<file path="src/rtl/ascii_hex_parser_pkg.sv">
// Shared types and character constants for the ASCII hex token parser.
// Latency: n/a (declarations only).
// Backpressure: n/a.
package ascii_hex_parser_pkg;

    typedef logic [7:0] data_uart_t;

    localparam data_uart_t KEY_0     = 8'd48;
    localparam data_uart_t KEY_9     = 8'd57;
    localparam data_uart_t KEY_A     = 8'd65;
    localparam data_uart_t KEY_F     = 8'd70;
    localparam data_uart_t KEY_a     = 8'd97;
    localparam data_uart_t KEY_f     = 8'd102;
    localparam data_uart_t KEY_SEP   = 8'd95;
    localparam data_uart_t KEY_CR    = 8'd13;
    localparam data_uart_t KEY_SPACE = 8'd32;

    typedef enum logic {
        ACCUM = 1'b0,
        SKIP  = 1'b1
    } parser_state_e;

endpackage

</file>
<file path="src/rtl/ascii_hex_parser_if.sv">
// Byte-in / token-out stream bundle for the ASCII hex parser.
// Latency: n/a (wires only). Ports: in_* byte stream, out_* token stream, frame_done/err pulses.
// Backpressure: in_ready from the parser, out_ready from the token consumer.
interface ascii_hex_parser_if
    import ascii_hex_parser_pkg::*;
#(
    parameter int DATA_W = 8,
    parameter int IDX_W  = 4
) ();

    data_uart_t          in_data;
    logic                in_valid;
    logic                in_ready;
    logic [DATA_W-1:0]   out_data;
    logic [IDX_W-1:0]    out_idx;
    logic                out_last;
    logic                out_valid;
    logic                out_ready;
    logic                frame_done;
    logic                err;

    // Parser side.
    modport slave (
        input  in_data, in_valid, out_ready,
        output in_ready, out_data, out_idx, out_last, out_valid, frame_done, err
    );

    // Byte source / token sink side.
    modport master (
        output in_data, in_valid, out_ready,
        input  in_ready, out_data, out_idx, out_last, out_valid, frame_done, err
    );

endinterface

</file>
<file path="src/rtl/ascii_hex_parser_classify.sv">
// ASCII character classifier: digit/separator/terminator/space flags plus hex nibble.
// Latency: combinational. Ports: chr in; is_digit, is_sep, is_term, is_space, nibble out.
// Backpressure: none.
module ascii_classify
    import ascii_hex_parser_pkg::*;
(
    input  data_uart_t  chr,
    output logic        is_digit,
    output logic        is_sep,
    output logic        is_term,
    output logic        is_space,
    output logic [3:0]  nibble
);

    always_comb begin
        is_digit = 1'b0;
        nibble   = 4'd0;
        if (chr >= KEY_0 && chr <= KEY_9) begin
            is_digit = 1'b1;
            nibble   = 4'(chr - KEY_0);
        end else if (chr >= KEY_A && chr <= KEY_F) begin
            is_digit = 1'b1;
            nibble   = 4'(chr - KEY_A + 8'd10);
        end else if (chr >= KEY_a && chr <= KEY_f) begin
            is_digit = 1'b1;
            nibble   = 4'(chr - KEY_a + 8'd10);
        end
    end

    assign is_sep   = (chr == KEY_SEP);
    assign is_term  = (chr == KEY_CR);
    assign is_space = (chr == KEY_SPACE);

endmodule

</file>
<file path="src/rtl/ascii_hex_parser.sv">
// Assembles multi-digit ASCII hex tokens into DATA_W-bit values tagged with a frame index.
// Latency: token visible one cycle after its closing byte is accepted; err/frame_done pulse in that same cycle.
// Backpressure: one-entry output buffer; in_ready drops while the buffer is full (no bypass).
module ascii_hex_parser
    import ascii_hex_parser_pkg::*;
#(
    parameter int DATA_W     = 8,
    parameter int MAX_DIGITS = DATA_W / 4,
    parameter int IDX_W      = 4
) (
    input  logic                clk,
    input  logic                rst,
    ascii_hex_parser_if.slave   bus
);

    localparam int CNT_W = $clog2(MAX_DIGITS + 1);

    parser_state_e       state_q, state_d;
    logic [DATA_W-1:0]   acc_q, acc_d;
    logic [CNT_W-1:0]    digit_cnt_q, digit_cnt_d;
    logic [IDX_W-1:0]    idx_q, idx_d;
    logic [DATA_W-1:0]   out_data_q, out_data_d;
    logic [IDX_W-1:0]    out_idx_q, out_idx_d;
    logic                out_last_q, out_last_d;
    logic                out_valid_q, out_valid_d;
    logic                err_q, err_d;
    logic                frame_done_q, frame_done_d;
    // Holds in_ready low during reset and for the first edge after release.
    logic                rdy_en_q, rdy_en_d;

    logic                is_digit, is_sep, is_term, is_space;
    logic [3:0]          nibble;
    logic                accept;
    logic                is_other;
    logic                cnt_full;

    ascii_classify u_classify (
        .chr      (bus.in_data),
        .is_digit (is_digit),
        .is_sep   (is_sep),
        .is_term  (is_term),
        .is_space (is_space),
        .nibble   (nibble)
    );

    assign bus.in_ready = rdy_en_q & ~out_valid_q;
    assign accept       = bus.in_valid & bus.in_ready;
    assign is_other     = ~(is_digit | is_sep | is_term | is_space);
    assign cnt_full     = (digit_cnt_q == CNT_W'(MAX_DIGITS));
    assign rdy_en_d     = 1'b1;

    // State register and datapath flops.
    always_ff @(posedge clk or negedge rst) begin
        if (!rst) begin
            state_q      <= ACCUM;
            acc_q        <= '0;
            digit_cnt_q  <= '0;
            idx_q        <= '0;
            out_data_q   <= '0;
            out_idx_q    <= '0;
            out_last_q   <= 1'b0;
            out_valid_q  <= 1'b0;
            err_q        <= 1'b0;
            frame_done_q <= 1'b0;
            rdy_en_q     <= 1'b0;
        end else begin
            state_q      <= state_d;
            acc_q        <= acc_d;
            digit_cnt_q  <= digit_cnt_d;
            idx_q        <= idx_d;
            out_data_q   <= out_data_d;
            out_idx_q    <= out_idx_d;
            out_last_q   <= out_last_d;
            out_valid_q  <= out_valid_d;
            err_q        <= err_d;
            frame_done_q <= frame_done_d;
            rdy_en_q     <= rdy_en_d;
        end
    end

    // Next state: any error drops into SKIP until a token boundary.
    always_comb begin
        state_d = state_q;
        if (accept) begin
            case (state_q)
                ACCUM: if ((is_digit && cnt_full) || is_other) state_d = SKIP;
                SKIP:  if (is_sep || is_term)                  state_d = ACCUM;
                default: state_d = ACCUM;
            endcase
        end
    end

    // Accumulator, index counter, output buffer and pulses.
    always_comb begin
        acc_d        = acc_q;
        digit_cnt_d  = digit_cnt_q;
        idx_d        = idx_q;
        out_data_d   = out_data_q;
        out_idx_d    = out_idx_q;
        out_last_d   = out_last_q;
        out_valid_d  = out_valid_q & ~bus.out_ready;
        err_d        = 1'b0;
        frame_done_d = 1'b0;

        if (accept) begin
            if (state_q == ACCUM) begin
                if (is_digit) begin
                    if (!cnt_full) begin
                        acc_d       = (acc_q << 4) | DATA_W'(nibble);
                        digit_cnt_d = digit_cnt_q + CNT_W'(1);
                    end else begin
                        err_d       = 1'b1;
                        acc_d       = '0;
                        digit_cnt_d = '0;
                    end
                end else if (is_sep) begin
                    if (digit_cnt_q != '0) begin
                        out_data_d  = acc_q;
                        out_idx_d   = idx_q;
                        out_last_d  = 1'b0;
                        out_valid_d = 1'b1;
                        idx_d       = idx_q + IDX_W'(1);
                        acc_d       = '0;
                        digit_cnt_d = '0;
                    end
                end else if (is_term) begin
                    if (digit_cnt_q != '0) begin
                        out_data_d  = acc_q;
                        out_idx_d   = idx_q;
                        out_last_d  = 1'b1;
                        out_valid_d = 1'b1;
                    end
                    frame_done_d = 1'b1;
                    idx_d        = '0;
                    acc_d        = '0;
                    digit_cnt_d  = '0;
                end else if (is_other) begin
                    err_d       = 1'b1;
                    acc_d       = '0;
                    digit_cnt_d = '0;
                end
            end else if (is_term) begin
                // A terminator still closes the frame even while skipping.
                frame_done_d = 1'b1;
                idx_d        = '0;
            end
        end
    end

    assign bus.out_data   = out_data_q;
    assign bus.out_idx    = out_idx_q;
    assign bus.out_last   = out_last_q;
    assign bus.out_valid  = out_valid_q;
    assign bus.err        = err_q;
    assign bus.frame_done = frame_done_q;

endmodule

</file>
<file path="src/flat_wrapper.sv">
// flat-port wrapper written by rule: the top's interface ports become plain ports
module ascii_hex_parser_flat import ascii_hex_parser_pkg::*;
#(
    parameter int DATA_W     = 8,
    parameter int MAX_DIGITS = DATA_W / 4,
    parameter int IDX_W      = 4
)
  (clk, rst, bus_in_data, bus_in_valid, bus_out_ready, bus_in_ready, bus_out_data, bus_out_idx, bus_out_last, bus_out_valid, bus_frame_done, bus_err);
  ascii_hex_parser_if #(.DATA_W(DATA_W), .IDX_W(IDX_W)) bus_i ();
  input  logic clk;
  input  logic rst;
  input wire logic [$bits(bus_i.in_data)-1:0] bus_in_data;
  input wire logic [$bits(bus_i.in_valid)-1:0] bus_in_valid;
  input wire logic [$bits(bus_i.out_ready)-1:0] bus_out_ready;
  output wire logic [$bits(bus_i.in_ready)-1:0] bus_in_ready;
  output wire logic [$bits(bus_i.out_data)-1:0] bus_out_data;
  output wire logic [$bits(bus_i.out_idx)-1:0] bus_out_idx;
  output wire logic [$bits(bus_i.out_last)-1:0] bus_out_last;
  output wire logic [$bits(bus_i.out_valid)-1:0] bus_out_valid;
  output wire logic [$bits(bus_i.frame_done)-1:0] bus_frame_done;
  output wire logic [$bits(bus_i.err)-1:0] bus_err;
  assign bus_i.in_data = bus_in_data;
  assign bus_i.in_valid = bus_in_valid;
  assign bus_i.out_ready = bus_out_ready;
  assign bus_in_ready = bus_i.in_ready;
  assign bus_out_data = bus_i.out_data;
  assign bus_out_idx = bus_i.out_idx;
  assign bus_out_last = bus_i.out_last;
  assign bus_out_valid = bus_i.out_valid;
  assign bus_frame_done = bus_i.frame_done;
  assign bus_err = bus_i.err;
  ascii_hex_parser #(.DATA_W(DATA_W), .MAX_DIGITS(MAX_DIGITS), .IDX_W(IDX_W)) u_core (.clk(clk), .rst(rst), .bus(bus_i));
endmodule
</file>
<file path="config.mk">
export PLATFORM = sky130hd
export DESIGN_NAME = ascii_hex_parser_flat
export DESIGN_NICKNAME = d
export VERILOG_FILES = /design/src/rtl/ascii_hex_parser_pkg.sv /design/src/rtl/ascii_hex_parser_if.sv /design/src/rtl/ascii_hex_parser_classify.sv /design/src/rtl/ascii_hex_parser.sv /design/src/flat_wrapper.sv
export SDC_FILE = /design/constraint.sdc
export NUM_CORES = 1
export LEC_CHECK = 0
export CAP_MARGIN = 15
export CORE_UTILIZATION = 53
export DETAILED_ROUTE_END_ITERATION = 8
export PLACE_DENSITY = 0.83
export SYNTH_ARGS = -nofsm -noshare
export SYNTH_HDL_FRONTEND = slang
export SYNTH_HIERARCHICAL = 1
export SYNTH_SLANG_ARGS = --single-unit
</file>
<file path="constraint.sdc">
create_clock -name clk -period 3.7 [get_ports clk]
set_input_delay 0.37 -clock clk [delete_from_list [all_inputs] [get_ports clk]]
set_output_delay 0.37 -clock clk [all_outputs]
set_load 0.01 [all_outputs]
</file>
Yosys cells after proc, flatten, opt, wreduce, memory -nomap -nowiden
Index checks and enable logic that the tools add are counted.
{"block": "op_classes", "order_cmp": 6, "bitwise": 12, "addsub": 7, "muxes": 54, "eq_ne": 10, "n_reduce_logical": 12}
{"operator": "8-bit two-way mux", "count": 9}
{"operator": "4-bit two-way mux", "count": 11}
{"operator": "1-bit two-way mux", "count": 27}
{"operator": "8-bit by 7-bit greater-or-equal comparator with 1-bit output (second input constant)", "count": 2}
{"operator": "8-bit by 7-bit less-or-equal comparator with 1-bit output (second input constant)", "count": 2}
{"operator": "2-bit two-way mux", "count": 6}
{"operator": "4-bit by 1-bit subtractor with 4-bit output (second input constant)", "count": 3}
{"operator": "4-bit adder (second input constant)", "count": 2}
{"operator": "8-bit by 4-bit == test with 1-bit output (second input constant)", "count": 1}
{"operator": "8-bit by 6-bit == test with 1-bit output (second input constant)", "count": 1}
{"operator": "8-bit by 7-bit == test with 1-bit output (second input constant)", "count": 1}
{"operator": "8-bit by 6-bit greater-or-equal comparator with 1-bit output (second input constant)", "count": 1}
{"operator": "8-bit by 6-bit less-or-equal comparator with 1-bit output (second input constant)", "count": 1}
{"operator": "8-bit by 4-bit OR with 8-bit output", "count": 1}
{"operator": "4-bit AND reduction", "count": 2}
{"operator": "3-bit by 2-bit inequality test with 1-bit output (second input constant)", "count": 2}
{"operator": "6-bit AND reduction", "count": 1}
{"operator": "1-bit NOT", "count": 5}
{"operator": "4-bit by 1-bit adder with 4-bit output (second input constant)", "count": 1}
{"operator": "1-bit logical AND", "count": 4}
{"operator": "2-bit inequality test (second input constant)", "count": 2}
{"operator": "4-bit by 1-bit inequality test with 1-bit output (second input constant)", "count": 1}
{"operator": "2-bit nonzero test", "count": 2}
{"operator": "1-bit bitwise AND", "count": 3}
{"operator": "other kinds (7)", "count": 10}
{"block": "totals", "register_bits": 32, "output_inout_bits": 17, "elab_cells": 112}

Logic depth before layout (Yosys ltp)
Gate-level depths: netlist (run 1).
{"block": "logic_depth", "depth_word": 14, "mapped_depth": 10, "ltp_nobuf": 9}

Hierarchy
The synthesis (run 1) kept the hierarchy.
{"module": "ascii_hex_parser", "cells_each": 117, "area_each_um2": 1423.9, "instances": 1}
{"module": "ascii_classify", "cells_each": 26, "area_each_um2": 215.2, "instances": 1}

Worst setup path before layout (run 1)
Ideal clock, no wire load.
{"block": "synth_timing", "kind": "input to register", "start": "input port bus_in_data[7]", "end": "register u_core.digit_cnt_q[1]", "t_required_ps": 3572, "cell_stages": 8, "arrival_time_ps": 2384, "setup_ps": 128, "slack_ps": 1188, "path_cell_list": "or4b_4 -> a311oi_2 -> or2_2 -> buf_2 -> inv_1 -> a311oi_2 -> buf_2 -> mux2i_1"}
{"block": "synth_between", "elab_chain_cells": 10}
{"element": "start: declaration", "line": "flat_wrapper.sv:12", "source": "input wire logic [$bits(bus_i.in_data)-1:0] bus_in_data;"}
{"element": "8-bit by 7-bit greater-or-equal comparator with 1-bit output / 8-bit by 7-bit less-or-equal comparator with 1-bit output (equally long branches)", "line": "ascii_hex_parser_classify.sv:24", "source": "end else if (chr >= KEY_a && chr <= KEY_f) begin"}
{"element": "1-bit logical AND", "line": "ascii_hex_parser_classify.sv:24"}
{"element": "1-bit two-way mux", "line": "ascii_hex_parser_classify.sv:24"}
{"element": "1-bit two-way mux", "line": "ascii_hex_parser_classify.sv:21", "source": "end else if (chr >= KEY_A && chr <= KEY_F) begin"}
{"element": "1-bit two-way mux (*)", "line": "ascii_hex_parser_classify.sv:18", "source": "if (chr >= KEY_0 && chr <= KEY_9) begin"}
{"element": "named net u_core.is_digit", "line": "ascii_hex_parser.sv:31", "source": "logic is_digit, is_sep, is_term, is_space;"}
{"element": "1-bit OR (3 in a row)", "line": "ascii_hex_parser.sv:48", "source": "assign is_other = ~(is_digit | is_sep | is_term | is_space);"}
{"element": "4-bit by 1-bit inequality test with 1-bit output (no source line)"}
{"element": "4-bit AND reduction (no source line)"}
{"element": "end signal: assignment", "line": "ascii_hex_parser.sv:69", "source": "digit_cnt_q <= digit_cnt_d;"}
{"element": "end: declaration", "line": "ascii_hex_parser.sv:20", "source": "logic [CNT_W-1:0] digit_cnt_q, digit_cnt_d;"}
Mark *: on every way through the listed nets, which the timed path passes. The rest lies on a longest branch.
A chain may end at the register's enable or synchronous reset.

Worst setup path in the final report (run 1)
{"block": "layout_timing", "start": "input port bus_in_data[1]", "end": "register u_core.out_data_q[2], in the netlist u_core/bus.out_data[2]"}
{"block": "layout_between", "elab_chain_cells": 7}
{"element": "8-bit by 7-bit greater-or-equal comparator with 1-bit output / 8-bit by 7-bit less-or-equal comparator with 1-bit output (equally long branches)", "line": "ascii_hex_parser_classify.sv:24"}
{"element": "1-bit logical AND", "line": "ascii_hex_parser_classify.sv:24"}
{"element": "1-bit two-way mux", "line": "ascii_hex_parser_classify.sv:24"}
{"element": "1-bit two-way mux", "line": "ascii_hex_parser_classify.sv:21"}
{"element": "1-bit two-way mux (*)", "line": "ascii_hex_parser_classify.sv:18"}
{"element": "named net u_core.is_digit", "line": "ascii_hex_parser.sv:31"}
{"element": "1-bit NOT (no source line) (*)"}
{"element": "4-bit AND reduction (no source line) (*)"}
{"element": "end signal: assignment", "line": "ascii_hex_parser.sv:71", "source": "out_data_q <= out_data_d;"}
{"element": "end: declaration", "line": "ascii_hex_parser.sv:22", "source": "logic [DATA_W-1:0] out_data_q, out_data_d;"}
Marked as above.

==> results of run 1 <==
-- flip-flops by register name, summed over array words and instances (netlist names) --
| name | count |
|---|---|
| u_core/acc_q | 8 |
| u_core/bus.out_data | 8 |
| u_core/bus.out_idx | 4 |
| u_core/idx_q | 4 |
| u_core/digit_cnt_q | 2 |
| u_core/bus.err | 1 |
| u_core/bus.frame_done | 1 |
| u_core/bus.out_last | 1 |
| u_core/bus.out_valid | 1 |
| u_core/rdy_en_q | 1 |
| u_core/state_q | 1 |
-- where the power goes --
group | switching [µW] | internal (µW) | leakage (µW)
clock | 108 | 92.9 | 0.0000315
sequential | 18.3 | 373 | 0.000429
combinational | 47.9 | 38.7 | 0.000440
total | 175 | 505 | 0.000901
-- how the worst min path moves through the flow --
stage          cells past startpoint                            endpoint                         startpoint
6_report                           2   u_core/bus.out_idx[2]$_DFFE_PN0P_                                rst
5_1_grt                            2   u_core/digit_cnt_q[1]$_DFFE_PN0P_                                rst
4_1_cts                            2   u_core/bus.out_idx[2]$_DFFE_PN0P_                                rst
3_5_place_dp                       1   u_core/bus.out_idx[1]$_DFFE_PN0P_  u_core/bus.out_idx[1]$_DFFE_PN0P_
3_3_place_gp                       1  u_core/bus.out_data[7]$_DFFE_PN0P_        u_core/acc_q[7]$_DFFE_PN0P_
2_1_floorplan                      0         u_core/acc_q[0]$_DFFE_PN0P_                                rst
-- final cells by class --
cell class,instances,share of cell area [%]
clock buffer,7,2.733
sequential,32,39.75
multi-input combinational,91,37.21
inverter,16,2.981
tap,31,1.925
clock inverter,1,0.3727
timing repair buffer,31,15.03
-- metal layers --
layer	track usage, %	part of all wire, %
met5	0	0
met1	25.11	44
met2	33.89	50
met3	5.134	4.0
met4	12.20	2.5
-- stage by stage --
| stage | total power [µW] | cell area [µm²] | instances | utilization (%) |
|---|---|---|---|---|
| finish | 679.4 | 2014 | 209 | 70.61 |
| CTS | 691.6 | 2014 | 209 | 70.61 |
| floorplan | 443.2 | 1639 | 143 | - |
| detailed placement | 486.4 | 1952 | 201 | 68.42 |
| global route | 722.5 | 2014 | 209 | 70.61 |
| global placement | 480.7 | 1952 | 201 | 68.42 |
-- cells by family after synthesis --
logic type	synth area share, %
simple gates	18.02
flops	48.86
compound gates	13.13
buf+inv	5.420
mux	11.30
fa+ha+maj	3.054
other cells	0.2288
-- worst max-delay path: cells and delay by family --
kind,cells,cell delay [ns]
adders and majority gates,1,0.20
and+or+nand+nor,3,1.18
muxes,1,0.36
buffers and inverters,3,0.95
AOI/OAI and AO/OA,1,0.10
-- placed cells by master, fill, tap and decap left out, types with 4 or more instances in the layout --
cell / instances
dfrtp_1: 32
clkbuf_4: 5
ha_1: 4
mux2_4: 5
inv_1: 16
nand3_1: 11
clkdlybuf4s50_1: 28
o21ai_1: 9
mux2_2: 7
nor2_1: 6
==> impl_results.md, run 1 <==
* Wire per inst at about 14 µm
* GR Overflow Total at 0
* CTS tree: done
* Crit path max fanout at 13
* Slowest CP cell: clkdlybuf4s50_1
* Distinct cells, synth at 44
* DRC Markers at 1
* CTS max path bufs at 2
* Fin crit share at roughly four fifths
* Cell Rows at 19
* Final-report setup violation count at 0
* Avg Vias per Cell at between 5 and 6
* Setup_tns at 0 ns
* CP endpoint kind: register
* Diodes inserted at 0
* Syn_area_per_cell at between 10 and 15 µm²
* Die Width at slightly below 60 µm
* Core footprint at 2853 µm²
* CP peak stage delay at 0.56 ns
* FF+latch area at between 800 and 900 µm²
* Share of layout cells above drive strength 1 at between 10% and 20%
* Die Span Y at 57.61 µm
* Area growth, synth to finish at 22.90%
* Fill cell count at about 210
* Post-cts resize count at 0
* Sequential share of the synthesized area at between 40 and 50%
* Cts hold-fix bufs at 0
* Most frequent cell after synthesis: dfrtp_1
* CTS Buf Count at 5
* Final Max Slew Viols at 0
* Status: finished, violations left
* YS warnings at 6
* Setup Fix Bufs, Post-CTS at 0
* Startpoint Class: input port
* Yosys reg bits at 32
* Clk_skew at about 0.013 ns
* CP required at 3.91 ns
* Critical Path Sink: u_core/bus.out_data[2]$_DFFE_PN0P_
* I/O Buffers at 28
* Hold Vio Cnt, Final at 0
* Total track usage at approximately a fifth
* Drt first-iter violations at 32
* Largest net degree at the start of global routing at 33
* CP cell instances: clkdlybuf4s50_1 -> inv_1 -> ha_1 -> nor3b_1 -> a311oi_2 -> or2_2 -> nor4_4 -> buf_4 -> mux2_2
* Register-to-Register Path Depth at 4
* Clock Sinks at 32
* Hold_ws at 0.4234 ns
* Worst slew pin tran at around 0.62 ns
* Mapped Nets at between 150 and 200
* Clk_lat worst skew at 0.33 ns
* Global-route wire length before repair at 5.092 mm
* P_leak at roughly 0.00090 µW
* Vias in the first global route at 1207
* Vias at 1218
* Share of the synthesized area in the top cell type at about half
* P per Cell Area at around 340 nW/µm²
* Dominant cell type by area after synthesis: dfrtp_1
* Global placement routability congestion at around 0.82
* Ys async rst share at 100.0%
* Flop2flop setup slack at roughly 1.8 ns
* Post-synth EDFFs at 0
* Final setup margin at roughly 0.75 ns
* Violated checks: DRC
* Ports at 29
* Router iterations before antenna repair at 6
* Reg2reg start: u_core/bus.out_valid$_DFF_PN0_
* Pre-CTS setup slack at 0.3847 ns
* Crit path DAT at 3.16 ns
* Final min period at between 2 and 3 ns
* Hold Crit Class: input port to async pin
* FF-to-FF End: u_core/bus.out_data[2]$_DFFE_PN0P_
* Worst vdd ir at about 0.24 mV
* Clock Pin Slew Worst Setup and Hold Paths at approximately 0.1 ns
* Antenna Nets Post-Route at 0
* Overall routed net length at a little under 3 mm
* Max cap viols at 0
* H-tree Lvls at 2
* RSZ-0062 raised after global routing: false
* Synth Flop Type: dfrtp_1
* Syn Std Cell Area at 1639 µm²
* Synthesized instance count at about 140
* Die area at between 3000 and 4000 µm²
* Critical path class: input port to register
* Area of the multi-input gates at 749.5 µm²
* Number of nets in the layout at between 150 and 200
* Crit path launch: bus_in_data[1]
* Antenna violations before repair at 0
* Fmax at approximately 340 MHz
* Starting Density at between 50% and 60%
* CTS root buf: clkbuf_4
* Slew margin rel. at between 50 and 60%
* Synth cell count leaders: dfrtp_1 (32), inv_1 (16), nand3_1 (11), o21ai_1 (9), mux2_2 (7)
* Synth top area cells: dfrtp_1 (49%), mux2_2 (4.8%), mux2_4 (4.6%)
* Post-detail-place hpwl at approximately 2.3 mm
Note: power is estimated with default switching activity, not from simulation.
==> run 2: changes to the inputs <==
CORE_UTILIZATION = 52   (was 53)
PLACE_DENSITY = 0.82   (was 0.83)
clock period = 2.89 ns   (was 3.7 ns; I/O delays follow)
==> impl_results.md, run 2 (synthesized netlist as in run 1, its figures left out) <==
* Clk_lat worst skew at ~0.34 ns
* Cell Rows at 20
* Starting Density at roughly 54%
* Die area at between 3000 and 4000 µm²
* Global placement routability congestion at ~0.9
* GR Overflow Total at 0
* Clock Pin Slew Worst Setup and Hold Paths at approximately 0.1 ns
* Number of nets in the layout at roughly 200
* Final setup margin at around 0.24 ns
* Final min period at around 2.6 ns
* Largest net degree at the start of global routing at 33
* Flop2flop setup slack at between 1 and 1.5 ns
* P_leak at between 0.0009 and 0.001 µW
* Status: finished clean
* CTS root buf: clkbuf_4
* CTS tree: done
* DRC Markers at 0
* Overall routed net length at slightly above 3 mm
* Most frequent cells in the layout: dfrtp_1 (32), clkdlybuf4s50_1 (28), inv_1 (16), nand3_1 (11), o21ai_1 (9)
* Die Span Y at approximately 58 µm
* Slowest CP cell: a2111oi_2
* Fmax at between 300 and 400 MHz
* Core footprint at between 3000 and 4000 µm²
* Ports at 29
* Avg Vias per Cell at around 5.5
* CP required at around 3.1 ns
* Final-report setup violation count at 0
* Final Util at 68.47%
* Hold Vio Cnt, Final at 0
* Critical Path Sink: u_core/acc_q[5]$_DFFE_PN0P_
* RSZ-0062 raised after global routing: false
* Hold Crit Class: input port to async pin
* I/O Buffers at 28
* Critical path class: input port to register
* Max cap viols at 0
* Placed Cells at roughly 220
* Setup Fix Bufs, Post-CTS at 0
* Fin crit share at about 92%
* H-tree Lvls at 2
* Wire per inst at 13.72 µm
* Final Max Slew Viols at 0
* Area growth, synth to finish at 26.49%
* Total track usage at 21.64%
* Cts hold-fix bufs at 0
* Post-detail-place hpwl at about 2.3 mm
* Top cell by count, worst path: inv_1
* Startpoint Class: input port
* Router iterations before antenna repair at 4
* CTS max path bufs at 2
* Antenna violations before repair at 0
* Crit path launch: bus_in_data[0]
* Worst vdd ir at around 0.32 mV
* Crit path DAT at roughly 2.9 ns
* Clk_skew at roughly 0.015 ns
* Most common cell after layout, fill and taps aside: dfrtp_1
* FF-to-FF End: u_core/bus.out_data[2]$_DFFE_PN0P_
* Clock Sinks at 32
* Crit path max fanout at 17
* Global-route wire length before repair at between 5 and 6 mm
* CP peak stage delay at 0.54 ns
* Drt first-iter violations at 33
* Pre-CTS setup slack at -0.05897 ns
* CTS Buf Count at 5
* CP endpoint kind: register
* Die Width at between 50 and 60 µm
* Register-to-Register Path Depth at 4
* Non-Filler Instances at between 200 and 250
* Antenna Nets Post-Route at 0
* P per Cell Area at ~430 nW/µm²
* Vias in the first global route at roughly 1300
* Vias at 1237
* Share of layout cells above drive strength 1 at 19.78%
* Diodes inserted at 0
* CP cell instances: clkdlybuf4s50_1 -> inv_1 -> ha_1 -> o21bai_1 -> a2111oi_2 -> or2_2 -> inv_1 -> a311oi_2 -> buf_4 -> nand3_1 -> o21ai_1
* Reg2reg start: u_core/bus.out_valid$_DFF_PN0_
* Post-cts resize count at 0
## run 2: changes by cell type in the layout (fill, tap and decap cells not counted), sizes merged
cell,change
buf,+4
## run 2: final cells by class
cell class,instances,area (µm²)
clock buffer,7,55.05
inverter,16,60.06
sequential,32,800.8
timing repair buffer,35,345.3
tap,44,55.05
multi-input combinational,91,749.5
fill,242,954.7
clock inverter,1,7.507
## run 2: per-layer routing
metal	GRT usage, %	part of all wire (%)	vias up
li1	-	-	592
met1	25.44	42	604
met2	36.45	52	39
met3	8.036	5.2	2
met4	7.483	0.48	0
met5	0	0	-
## run 2: per-stage QoR
stage	hold slack, ns	instance area (µm²)	power [µW]	TNS (ns)
floorplan	-0.006591	1639	567.4	0
global placement	0.4946	2011	618.2	0
detailed placement	0.4977	2011	625.9	-0.3328
CTS	0.3255	2073	897.7	0
global route	0.3555	2073	931.7	0
finish	0.3259	2073	885.7	0
## run 2: how the worst min path moves through the flow
stage / start / to / slack, ns
2_1_floorplan: rst / u_core/acc_q[0]$_DFFE_PN0P_ / -0.007
3_3_place_gp: u_core/bus.out_data[1]$_DFFE_PN0P_ / u_core/bus.out_data[1]$_DFFE_PN0P_ / 0.49
3_5_place_dp: u_core/bus.out_idx[2]$_DFFE_PN0P_ / u_core/bus.out_idx[2]$_DFFE_PN0P_ / 0.50
4_1_cts: rst / u_core/bus.out_idx[2]$_DFFE_PN0P_ / 0.33
5_1_grt: rst / u_core/state_q$_DFFE_PN0N_ / 0.36
6_report: rst / u_core/idx_q[3]$_DFFE_PN0P_ / 0.33
## run 2: where the power goes
part | switching, µW | internal, µW
Clock | 149 | 119
Combinational | 63.9 | 51.7
Sequential | 23.9 | 478
Total | 237 | 649
## run 2: worst max-delay path: cells and delay by family
family	cells	cell delay, ns
compound gates	4	1.02
fa+ha+maj	1	0.19
simple gates	2	0.40
buf+inv	4	0.98
